$ cat src/rtl/rq_encode_loader_pkg.sv
// Shared definitions for the Rq/Rounded encode loader: parameter sets, the
// divide-by-3 reciprocal, loader FSM encoding and the RAM port widths.

`ifndef RP_DEPTH
`define RP_DEPTH 10
`endif
`ifndef RP_D_SIZE
`define RP_D_SIZE 16
`endif

package rq_encode_loader_pkg;

  // sntrup761 is the default parameter set; sntrup653 kept for reuse.
  localparam int P_761 = 761;
  localparam int Q_4591 = 4591;
  localparam int P_653 = 653;
  localparam int Q_4621 = 4621;

  // floor(x / 3) == (x * 10923) >> 15 for every x below 2^14.
  localparam int DIV3_MUL = 10923;
  localparam int DIV3_SHIFT = 15;

  localparam int COEF_W = 14;
  localparam int SUM_W = 15;

  typedef enum logic [2:0] {
    ST_IDLE  = 3'd0,
    ST_LOAD  = 3'd1,
    ST_DRAIN = 3'd2,
    ST_FIRE  = 3'd3,
    ST_WAIT  = 3'd4,
    ST_FIN   = 3'd5
  } state_t;

  function automatic int q12_of(input int q);
    return (q - 1) / 2;
  endfunction

endpackage

$ cat src/rtl/rq_round_unit.sv
// Two-stage coefficient pipeline: stage 1 offsets by Q12 and clamps to
// [0, Q-1] with a range flag, stage 2 selects Rq value or floor(/3).

module rq_round_unit
  import rq_encode_loader_pkg::*;
#(
  parameter int Q  = Q_4591,
  parameter int AW = `RP_DEPTH,
  parameter int DW = `RP_D_SIZE
) (
  input  logic                clk,
  input  logic                rst,
  input  logic                mode,
  input  logic                in_valid,
  input  logic [COEF_W-1:0]   in_coef,
  input  logic [AW-1:0]       in_idx,
  output logic                range_err,
  output logic                valid,
  output logic [AW-1:0]       idx,
  output logic [DW-1:0]       r
);

  localparam int Q12 = q12_of(Q);
  localparam logic signed [SUM_W-1:0] Q12_S = SUM_W'(Q12);
  localparam logic signed [SUM_W-1:0] QM1_S = SUM_W'(Q - 1);

  logic signed [SUM_W-1:0] coef_ext;
  logic signed [SUM_W-1:0] sum;
  logic [COEF_W-1:0]       sum_clamped;
  logic                    oor;

  logic                    s1_valid;
  logic [COEF_W-1:0]       s1_sum;
  logic                    s1_oor;
  logic [AW-1:0]           s1_idx;

  logic [27:0]             prod;
  logic [27:0]             quo;
  logic [COEF_W-1:0]       r_nxt;

  // NOTE: every always_comb output gets a default first, so no path can infer a latch.
  always_comb begin
    coef_ext    = {in_coef[COEF_W-1], in_coef};
    sum         = coef_ext + Q12_S;
    oor         = 1'b0;
    sum_clamped = sum[COEF_W-1:0];
    if (sum[SUM_W-1]) begin
      oor         = 1'b1;
      sum_clamped = '0;
    end else if (sum > QM1_S) begin
      oor         = 1'b1;
      sum_clamped = QM1_S[COEF_W-1:0];
    end
  end

  // NOTE: state registers use non-blocking assignments so all flops update together at the edge.
  always_ff @(posedge clk or posedge rst) begin
    if (rst) begin
      s1_valid <= 1'b0;
      s1_sum   <= '0;
      s1_oor   <= 1'b0;
      s1_idx   <= '0;
    end else begin
      s1_valid <= in_valid;
      if (in_valid) begin
        s1_sum <= sum_clamped;
        s1_oor <= oor;
        s1_idx <= in_idx;
      end
    end
  end

  always_comb begin
    prod  = 28'(s1_sum) * 28'(DIV3_MUL);
    quo   = prod >> DIV3_SHIFT;
    r_nxt = mode ? s1_sum : quo[COEF_W-1:0];
  end

  // Data registers are reset too: the RAM port must read all-zero after reset.
  always_ff @(posedge clk or posedge rst) begin
    if (rst) begin
      valid <= 1'b0;
      idx   <= '0;
      r     <= '0;
    end else begin
      valid <= s1_valid;
      if (s1_valid) begin
        idx <= s1_idx;
        r   <= DW'(r_nxt);
      end
    end
  end

  assign range_err = s1_valid && s1_oor;

endmodule

$ cat src/rtl/rq_encode_loader.sv
// Streams P signed coefficients through the round unit into the encoder
// input RAM, then starts the encoder and reports completion.

module rq_encode_loader
  import rq_encode_loader_pkg::*;
#(
  parameter int P = P_761,
  parameter int Q = Q_4591
) (
  input  logic                  clk,
  input  logic                  rst,
  input  logic                  mode,
  input  logic                  in_valid,
  output logic                  in_ready,
  input  logic [COEF_W-1:0]     in_coef,
  output logic                  rp_we,
  output logic [`RP_DEPTH-1:0]  rp_aw,
  output logic [`RP_D_SIZE-1:0] rp_dw,
  output logic                  enc_start,
  input  logic                  enc_done,
  output logic                  busy,
  output logic                  done,
  output logic                  err
);

  localparam int AW = `RP_DEPTH;
  localparam int DW = `RP_D_SIZE;
  localparam int CW = $clog2(P + 1);

  state_t          state;
  state_t          state_nxt;
  logic [CW-1:0]   cnt;
  logic            mode_q;
  logic            xfer;
  logic            last_xfer;
  logic            last_write;
  logic            ru_err;

  assign xfer       = in_valid && in_ready;
  assign last_xfer  = xfer && (cnt == CW'(P - 1));
  assign last_write = rp_we && (rp_aw == AW'(P - 1));

  always_ff @(posedge clk or posedge rst) begin
    if (rst) begin
      state <= ST_IDLE;
    end else begin
      state <= state_nxt;
    end
  end

  always_comb begin
    state_nxt = state;
    case (state)
      ST_IDLE:  if (xfer) state_nxt = last_xfer ? ST_DRAIN : ST_LOAD;
      ST_LOAD:  if (last_xfer) state_nxt = ST_DRAIN;
      ST_DRAIN: if (last_write) state_nxt = ST_FIRE;
      ST_FIRE:  state_nxt = ST_WAIT;
      ST_WAIT:  if (enc_done) state_nxt = ST_FIN;
      ST_FIN:   state_nxt = ST_IDLE;
      default:  state_nxt = ST_IDLE;
    endcase
  end

  // in_ready is gated by rst so the producer sees it low throughout reset.
  always_comb begin
    in_ready  = ((state == ST_IDLE) || (state == ST_LOAD)) && (cnt < CW'(P)) && !rst;
    enc_start = (state == ST_FIRE);
    done      = (state == ST_FIN);
    busy      = (state != ST_IDLE);
  end

  // Mode and err belong to the run: both are set up by its first transfer.
  always_ff @(posedge clk or posedge rst) begin
    if (rst) begin
      cnt    <= '0;
      mode_q <= 1'b0;
      err    <= 1'b0;
    end else begin
      if (state == ST_FIN) begin
        cnt <= '0;
      end else if (xfer) begin
        cnt <= cnt + 1'b1;
      end
      if (xfer && (state == ST_IDLE)) begin
        mode_q <= mode;
        err    <= 1'b0;
      end else if (ru_err) begin
        err <= 1'b1;
      end
    end
  end

  rq_round_unit #(
    .Q  (Q),
    .AW (AW),
    .DW (DW)
  ) u_round (
    .clk       (clk),
    .rst       (rst),
    .mode      (mode_q),
    .in_valid  (xfer),
    .in_coef   (in_coef),
    .in_idx    (AW'(cnt)),
    .range_err (ru_err),
    .valid     (rp_we),
    .idx       (rp_aw),
    .r         (rp_dw)
  );

endmodule

$ cat config.mk
export PLATFORM = sky130hd
export DESIGN_NAME = rq_encode_loader
export DESIGN_NICKNAME = d
export VERILOG_FILES = /design/src/rtl/rq_encode_loader_pkg.sv /design/src/rtl/rq_round_unit.sv /design/src/rtl/rq_encode_loader.sv
export SDC_FILE = /design/constraint.sdc
export NUM_CORES = 1
export LEC_CHECK = 0
export BUFFER_PORTS_ARGS = -buffer_cell sky130_fd_sc_hd__buf_2
export CAP_MARGIN = 20
export CORE_MARGIN = 5
export CORE_UTILIZATION = 56
export CTS_CLUSTER_DIAMETER = 40
export CTS_CLUSTER_SIZE = 40
export DETAILED_ROUTE_END_ITERATION = 7
export PLACE_DENSITY = 0.85
export SLEW_MARGIN = 15
export SYNTH_ARGS = -nofsm -noshare
export SYNTH_HDL_FRONTEND = slang
export SYNTH_SLANG_ARGS = --single-unit
export TNS_END_PERCENT = 100
$ cat constraint.sdc
create_clock -name clk -period 4.85 [get_ports clk]
set_clock_uncertainty 0.15 [all_clocks]
set_input_delay 0.485 -clock clk [delete_from_list [all_inputs] [get_ports clk]]
set_output_delay 0.485 -clock clk [all_outputs]
set_load 0.1 [all_outputs]
==> results of run 1 <==
## flip-flops by register name, summed over array words and instances, names as in the netlist
register	count
cnt	10
mode_q	1
u_round.idx	10
err	1
u_round.r	14
u_round.s1_sum	14
u_round.valid	1
u_round.s1_idx	10
u_round.s1_oor	1
state	3
u_round.s1_valid	1
## power groups by stage
stage | Clock (mW) | Combinational, mW | Sequential (mW)
floorplan | 0 | 0.0435 | 0.561
global route | 0.701 | 0.0715 | 0.550
CTS | 0.672 | 0.0645 | 0.551
detailed placement | 0 | 0.0636 | 0.561
finish | 0.678 | 0.0656 | 0.551
global placement | 0 | 0.0608 | 0.561
## cells in the final DEF (no fill, tap or decap), drive strengths merged, types with 10 or more instances in the layout
master / instances
buf: 140
inv: 129
ha: 97
nand2: 73
dfrtp: 66
fa: 57
nor2: 38
a21oi: 31
o21ai: 28
nand3: 14
xor2: 13
nor3: 13
mux2: 11
a21o: 10
xnor2: 10
## through the flow
step	util, %	TNS (ns)
after floorplan	-	-0.302
after global placement	67.1	-4.29
after detailed placement	67.1	-4.70
after CTS	73.0	-2.12
after global routing	74.5	-4.73
final	74.5	-3.06
## area by class of cell
class,instances,area (sq um),area share (%)
multi-input combinational,499,4990,58.1
tap,143,179,2.09
sequential,66,1660,19.4
timing repair buffer,141,968,11.3
clock inverter,7,77.6,0.904
clock buffer,9,225,2.63
inverter,128,480,5.60
## cells by family after synthesis
logic type | count (synthesis) | synth area share (%)
AND/OR/NAND/NOR | 182 | 13.0
adder cells (fa/ha/maj) | 154 | 35.5
buffers and inverters | 145 | 8.35
AO/OA/AOI/OAI | 127 | 13.3
flip-flops | 66 | 24.9
XOR/XNOR | 23 | 3.04
multiplexers | 11 | 1.87
other | 1 | 0.0565
## worst max-delay path, stage by stage (launching register included)
cell,delay [ns]
dfrtp_2,0.46
ha_4,0.27
ha_4,0.28
fa_1,0.45
fa_1,0.54
fa_1,0.50
inv_1,0.07
fa_1,0.50
inv_2,0.05
ha_4,0.23
a21oi_2,0.18
o211ai_1,0.13
or3_4,0.37
a221oi_4,0.39
o21ai_2,0.14
a211o_1,0.30
o211ai_1,0.09
## layer usage
layer | global-route usage, % | share of wire, % | up-vias
li1 | - | - | 2667
met1 | 37.3 | 40 | 2923
met2 | 49.0 | 49 | 245
met3 | 5.12 | 6.7 | 55
met4 | 11.7 | 3.8 | 0
met5 | 0 | 0 | -
## path summary, 6_finish.rpt
| path | start | endpoint | cells after the start |
|---|---|---|---|
| max reg2reg | u_round.s1_sum[5] | u_round.r[11] | 16 |
| min in group asynchronous | rst | u_round.s1_idx[3] | 3 |
| max in group asynchronous | rst | u_round.s1_sum[5] | 4 |
| min | mode | mode_q | 3 |
| max | u_round.s1_sum[5] | u_round.r[11] | 16 |
| min reg2reg | u_round.s1_idx[7] | u_round.s1_idx[7] | 2 |
## repair_timing
| item | 4_1_cts | 5_1_grt |
|---|---|---|
| buffers inserted | 12 | 5 |
| hold endpoints to repair | 19 | 0 |
| pin swaps | 46 | 39 |
| hold buffers | 1 | 0 |
| resized for setup | 50 | 41 |
| endpoints found under the setup margin | 13 | 13 |
==> flow_metrics.py, run 1 <==
metrics = {
    "run_status": {
        "status": "finished, violations left",
        "violations": "setup timing",
    },
    "synth": {
        "synth_top_area_share_pct": 24.9,
        "synth_common_cells": "inv_1, ha_1, nand2_1, dfrtp_1, fa_1",
        "yosysUniqueCellTypes": 66,
        "yosysWarnings": 0,
        "seq_area_frac_synth_pct": 24.9,
        "ys_ff_latch": 66,
        "syn_area_sq_mm": 0.00664,
        "ys_async_sr_fraction_pct": 100,
        "yosysMostFrequentCell": "inv_1",
        "syn_inst": 709,
        "synth_edf_count": 0,
        "syn_avg_cell_area_sq_um": 9.36,
        "synthTopCellsByArea": "dfrtp_1, ha_1, fa_1",
        "synthFlopType": "dfrtp_1",
        "synth_top_cell_by_area": "dfrtp_1",
    },
    "timing": {
        "worst_pin_slew_ns": 0.852,
        "finalMaxSlewViolations": 0,
        "hold_violations": 0,
        "period_needed_ns": 5.21,
        "max_freq_mhz": 192,
        "finalSetupViolCount": 13,
        "finalCritPeriodShare_pct": 107,
        "rsz0062_at_grt": "true",
        "timing.hold.ws_ns": 0.197,
        "relSlewSlack_pct": 43.0,
        "finalWorstSetupSlack_ns": -0.360,
    },
    "worst_setup_path": {
        "crit_type": "flop to flop",
        "startpoint_type": "flop",
        "cp_data_required_time_ns": 4.96,
        "crit_path_end_kind": "flop",
        "cp_max_fo": 4,
        "crit_arrival_ns": 5.32,
        "r2r_setup_slack_ns": -0.36,
    },
    "placed_design": {
        "dpl.hpwl_mm": 15.4,
        "dp_slack_ns": -0.499,
        "placed_cell_area_sq_mm": 0.00773,
        "placed_cells": 961,
        "routabilityCongestion": 1.03,
        "numPortBuffers": 48,
    },
    "drt": {
        "antenna_left": 0,
        "drc_errors": 0,
        "vias": 5890,
        "detailedRoute.firstPassIterationCount": 5,
        "first_iter_violations": 497,
        "avgViaCountPerCell": 5.93,
        "wl_mm": 20.2,
        "wl_per_cell_um": 20.3,
    },
    "power": {
        "irDropWorstVdd_mv": 0.247,
        "power_switching_mw": 0.322,
        "finalPower_mw": 1.29,
        "p_sw_share_pct": 24.9,
        "leakagePower_nw": 4.35,
        "power.internal_mw": 0.972,
        "pwr-share-clk_pct": 52.4,
        "powerDensity_mw_per_mm2": 151,
        "pwr-share-seq_pct": 42.5,
        "pwr-share-comb_pct": 5.1,
    },
    "floorplan": {
        "row_count": 39,
        "core_area_sq_mm": 0.0115,
        "io_pins": 51,
        "initial_core_util_pct": 57.6,
        "die_w_um": 119,
        "fp.dieH_um": 119,
        "die_area_sq_mm": 0.0141,
    },
    "clock_network": {
        "clock_sinks": 66,
        "clock_latency_ns": 0.35,
        "numCtsBuffers": 9,
        "cts.clk_slew.worst_paths_ns": 0.06,
        "cts_tree": "done",
        "htreeDepth": 3,
        "clockBufferDepth": 2,
        "clock-root-buffer": "clkbuf_16",
    },
    "grt": {
        "overflow": 0,
        "grt_pass1_wl_mm": 32.3,
        "gr-usage-all-layers_pct": 29.0,
        "antenna_found_initial": 0,
        "grt_max_degree": 48,
        "first_global_vias": 6265,
    },
    "finish": {
        "n_fill_cell": 769,
        "drive_gt1_share_pct": 31.1,
        "num_antenna_cells": 0,
        "syn2layout_area_growth_pct": 29.3,
        "nets": 1018,
        "instances_no_fill": 993,
        "finalInstanceArea_sq_mm": 0.00858,
    },
    "hold_path": {
        "min_path_type": "input port to flop",
    },
    "job": {
        "max_cap_violations": 0,
    },
}
No activity file was read; power rests on OpenSTA's default activity.
==> run 2: changes to the inputs <==
--- a/config.mk
+++ b/config.mk
@@ -5,14 +5,15 @@
 export SDC_FILE = /design/constraint.sdc
 export NUM_CORES = 1
 export LEC_CHECK = 0
+export ABC_AREA = 1
 export BUFFER_PORTS_ARGS = -buffer_cell sky130_fd_sc_hd__buf_2
 export CAP_MARGIN = 20
 export CORE_MARGIN = 5
-export CORE_UTILIZATION = 56
+export CORE_UTILIZATION = 57
 export CTS_CLUSTER_DIAMETER = 40
 export CTS_CLUSTER_SIZE = 40
 export DETAILED_ROUTE_END_ITERATION = 7
-export PLACE_DENSITY = 0.85
+export PLACE_DENSITY = 0.86
 export SLEW_MARGIN = 15
 export SYNTH_ARGS = -nofsm -noshare
 export SYNTH_HDL_FRONTEND = slang
==> flow_metrics.py, run 2 <==
metrics = {
    "run_status": {
        "status": "finished clean",
    },
    "worst_setup_path": {
        "r2r_start": "u_round.s1_sum[5]",
        "cp_cell_sequence": "ha_4 > fa_1 > inv_1 > fa_1 > fa_1 > inv_2 > fa_2 > ha_4 > ha_4 > nand2_4 > nor2_4 > inv_2 > nor3_4 > nand3_1 > or2_1 > nand3_2 > nor2_1 > nor2_1 > o21ai_1",
        "cp-startpoint": "u_round.s1_sum[5]",
        "cp_max_fo": 4,
        "critPathTopFamily": "adder cells",
        "crit_path_end_kind": "flop",
        "crit_type": "flop to flop",
        "startpoint_type": "flop",
        "slowest_delay_ns": 0.60,
        "cp_data_required_time_ns": 4.91,
        "crit_arrival_ns": 4.91,
        "worst-path-buf-inv": 3,
        "critPathSlowestCell": "fa_2",
    },
    "clock_network": {
        "clock_sinks": 66,
        "cts_tree": "done",
        "hold_buffers": 0,
        "cts.clk_slew.worst_paths_ns": 0.06,
        "numCtsBuffers": 9,
        "htreeDepth": 3,
        "clockBufferDepth": 2,
        "clock_latency_ns": 0.36,
        "clock-root-buffer": "clkbuf_16",
    },
    "synth": {
        "seq_area_frac_synth_pct": 22.7,
        "yosysUniqueCellTypes": 46,
        "synth_xor_area_share_pct": 1.29,
        "synth_simple_gate_area_share_pct": 23.0,
        "ys_async_sr_fraction_pct": 100,
        "syn_inst": 933,
        "syn_area_sq_mm": 0.00726,
        "synthMuxAreaShare_pct": 0,
        "synth_common_cells": "nand2_1, inv_1, ha_1, dfrtp_1, nor2_1",
        "yosysWarnings": 0,
        "ys_ff_latch": 66,
        "yosysMostFrequentCell": "nand2_1",
        "synth_top_cell_by_area": "dfrtp_1",
        "synth_edf_count": 0,
        "synth_fa_ha_area_share_pct": 32.4,
        "syn_avg_cell_area_sq_um": 7.78,
        "synth_compound_area_share_pct": 8.98,
        "synthTopCellsByArea": "dfrtp_1, ha_1, fa_1",
        "synth_top_family_by_area": "adder cells",
        "synth_top_area_share_pct": 22.7,
        "synthFlopType": "dfrtp_1",
    },
    "timing": {
        "finalSetupViolCount": 0,
        "worst_pin_slew_ns": 0.852,
        "relSlewSlack_pct": 43.2,
        "finalMaxSlewViolations": 0,
        "period_needed_ns": 4.85,
        "max_freq_mhz": 206,
        "timing.hold.ws_ns": 0.204,
        "finalCritPeriodShare_pct": 99.9,
        "hold_violations": 0,
        "rsz0062_at_grt": "true",
    },
    "finish": {
        "syn2layout_area_growth_pct": 25.4,
        "nets": 1223,
        "reg.largest.list": "u_round.r x14, u_round.s1_sum x14",
        "n_fill_cell": 895,
        "num_antenna_cells": 0,
        "final_cell_mix": "nand2_1, inv_1, buf_4",
        "drive_gt1_share_pct": 27.8,
        "instances_no_fill": 1227,
        "final_common_cell": "nand2_1",
        "finalInstanceArea_sq_mm": 0.00911,
    },
    "placed_design": {
        "placed_cells": 1195,
        "placed_cell_area_sq_mm": 0.00805,
        "numPortBuffers": 48,
        "routabilityCongestion": 0.981,
        "dpl.hpwl_mm": 15.6,
    },
    "grt": {
        "antenna_found_initial": 0,
        "grt_pass1_wl_mm": 32.7,
        "grt_max_degree": 67,
        "gr-usage-all-layers_pct": 28.0,
        "overflow": 0,
        "first_global_vias": 6736,
    },
    "drt": {
        "wl_per_cell_um": 17.9,
        "avgViaCountPerCell": 5.56,
        "first_iter_violations": 666,
        "wl_mm": 22.0,
        "drc_errors": 0,
        "antenna_left": 0,
        "vias": 6823,
        "detailedRoute.firstPassIterationCount": 7,
    },
    "floorplan": {
        "initial_core_util_pct": 57.8,
        "fp.dieH_um": 123,
        "io_pins": 51,
        "die_w_um": 123,
        "core_area_sq_mm": 0.0126,
        "row_count": 41,
        "die_area_sq_mm": 0.0151,
    },
    "power": {
        "leakagePower_nw": 4.83,
        "irDropWorstVdd_mv": 0.252,
        "powerDensity_mw_per_mm2": 137,
    },
    "hold_path": {
        "min_path_type": "input port to flop",
        "hp-start": "mode",
    },
    "job": {
        "max_cap_violations": 0,
    },
}
[run 2: cell types whose count changed after synthesis, moves of 7 or more]
cell	before	now
mux2_2	10	0
inv_2	0	7
a21oi_1	31	42
nand2_2	0	9
xnor2_1	10	3
o21ai_0	26	46
nor2_1	38	59
xor2_1	13	4
inv_1	128	187
nand2_1	73	224
nand3_1	14	31
or3_1	8	0
nand3_2	0	10
[run 2: what timing repair did]
item	4_1_cts	5_1_grt
resized for setup	46	105
setup endpoints to repair	12	13
pin swaps	21	69
buffers inserted	8	8
[run 2: tightest hold or removal path, cell delays in order]
cell and delay [ns]:
buf_2 0.07, nand2_1 0.05, o21ai_0 0.06
[run 2: routing by layer]
layer	track usage [%]	vias to the layer above	wire length (um)
li1	-	3168	-
met5	0	-	0
met1	34.9	3204	8460
met2	47.6	330	10700
met3	5.21	121	1420
met4	12.1	0	1400
[run 2: cell type report]
type                    instances  area, sq um  area share (%)
clock buffers                  10          229            2.51
well taps                     172          215            2.36
multi-input cells             657         5420            59.5
inverters                     195          739            8.12
repair buffers                121          803            8.82
clock inverters                 6         42.5           0.467
flip-flops and latches         66         1660            18.2
[run 2: kinds of logic after synthesis]
kind of cell             count (synthesis)
AO/OA/AOI/OAI                          117
adder cells (fa/ha/maj)                154
other                                    1
buffers and inverters                  211
flip-flops                              66
XOR/XNOR                                 9
AND/OR/NAND/NOR                        375
[run 2: power by group]
part           internal [mW]  switching (mW)
logic                 0.0230          0.0592
clock network          0.347           0.269
registers              0.551               0
total                  0.921           0.329
[run 2: stage by stage]
step / worst slack [ns] / utilization, % / TNS (ns) / power [mW]
4_1_cts: -0.0116 / 68.7 / -0.0116 / 1.25
3_3_place_gp: -0.146 / 64.0 / -0.616 / 0.642
3_5_place_dp: -0.271 / 64.0 / -1.96 / 0.643
6_report: 0.00437 / 72.5 / 0 / 1.25
2_1_floorplan: 0.0557 / - / 0 / 0.626
5_1_grt: -0.197 / 72.5 / -1.30 / 1.29
[run 2: worst paths after layout]
path | endpoint | slack, ns | depth (start not counted)
setup / recovery | u_round.r[8] | 0.004 | 19
hold / removal | mode_q | 0.20 | 3
setup reg to reg | u_round.r[8] | 0.004 | 19
hold reg to reg | u_round.r[10] | 0.32 | 2
max in group asynchronous | u_round.s1_sum[5] | 3.68 | 3
min in group asynchronous | u_round.s1_idx[6] | 0.25 | 3
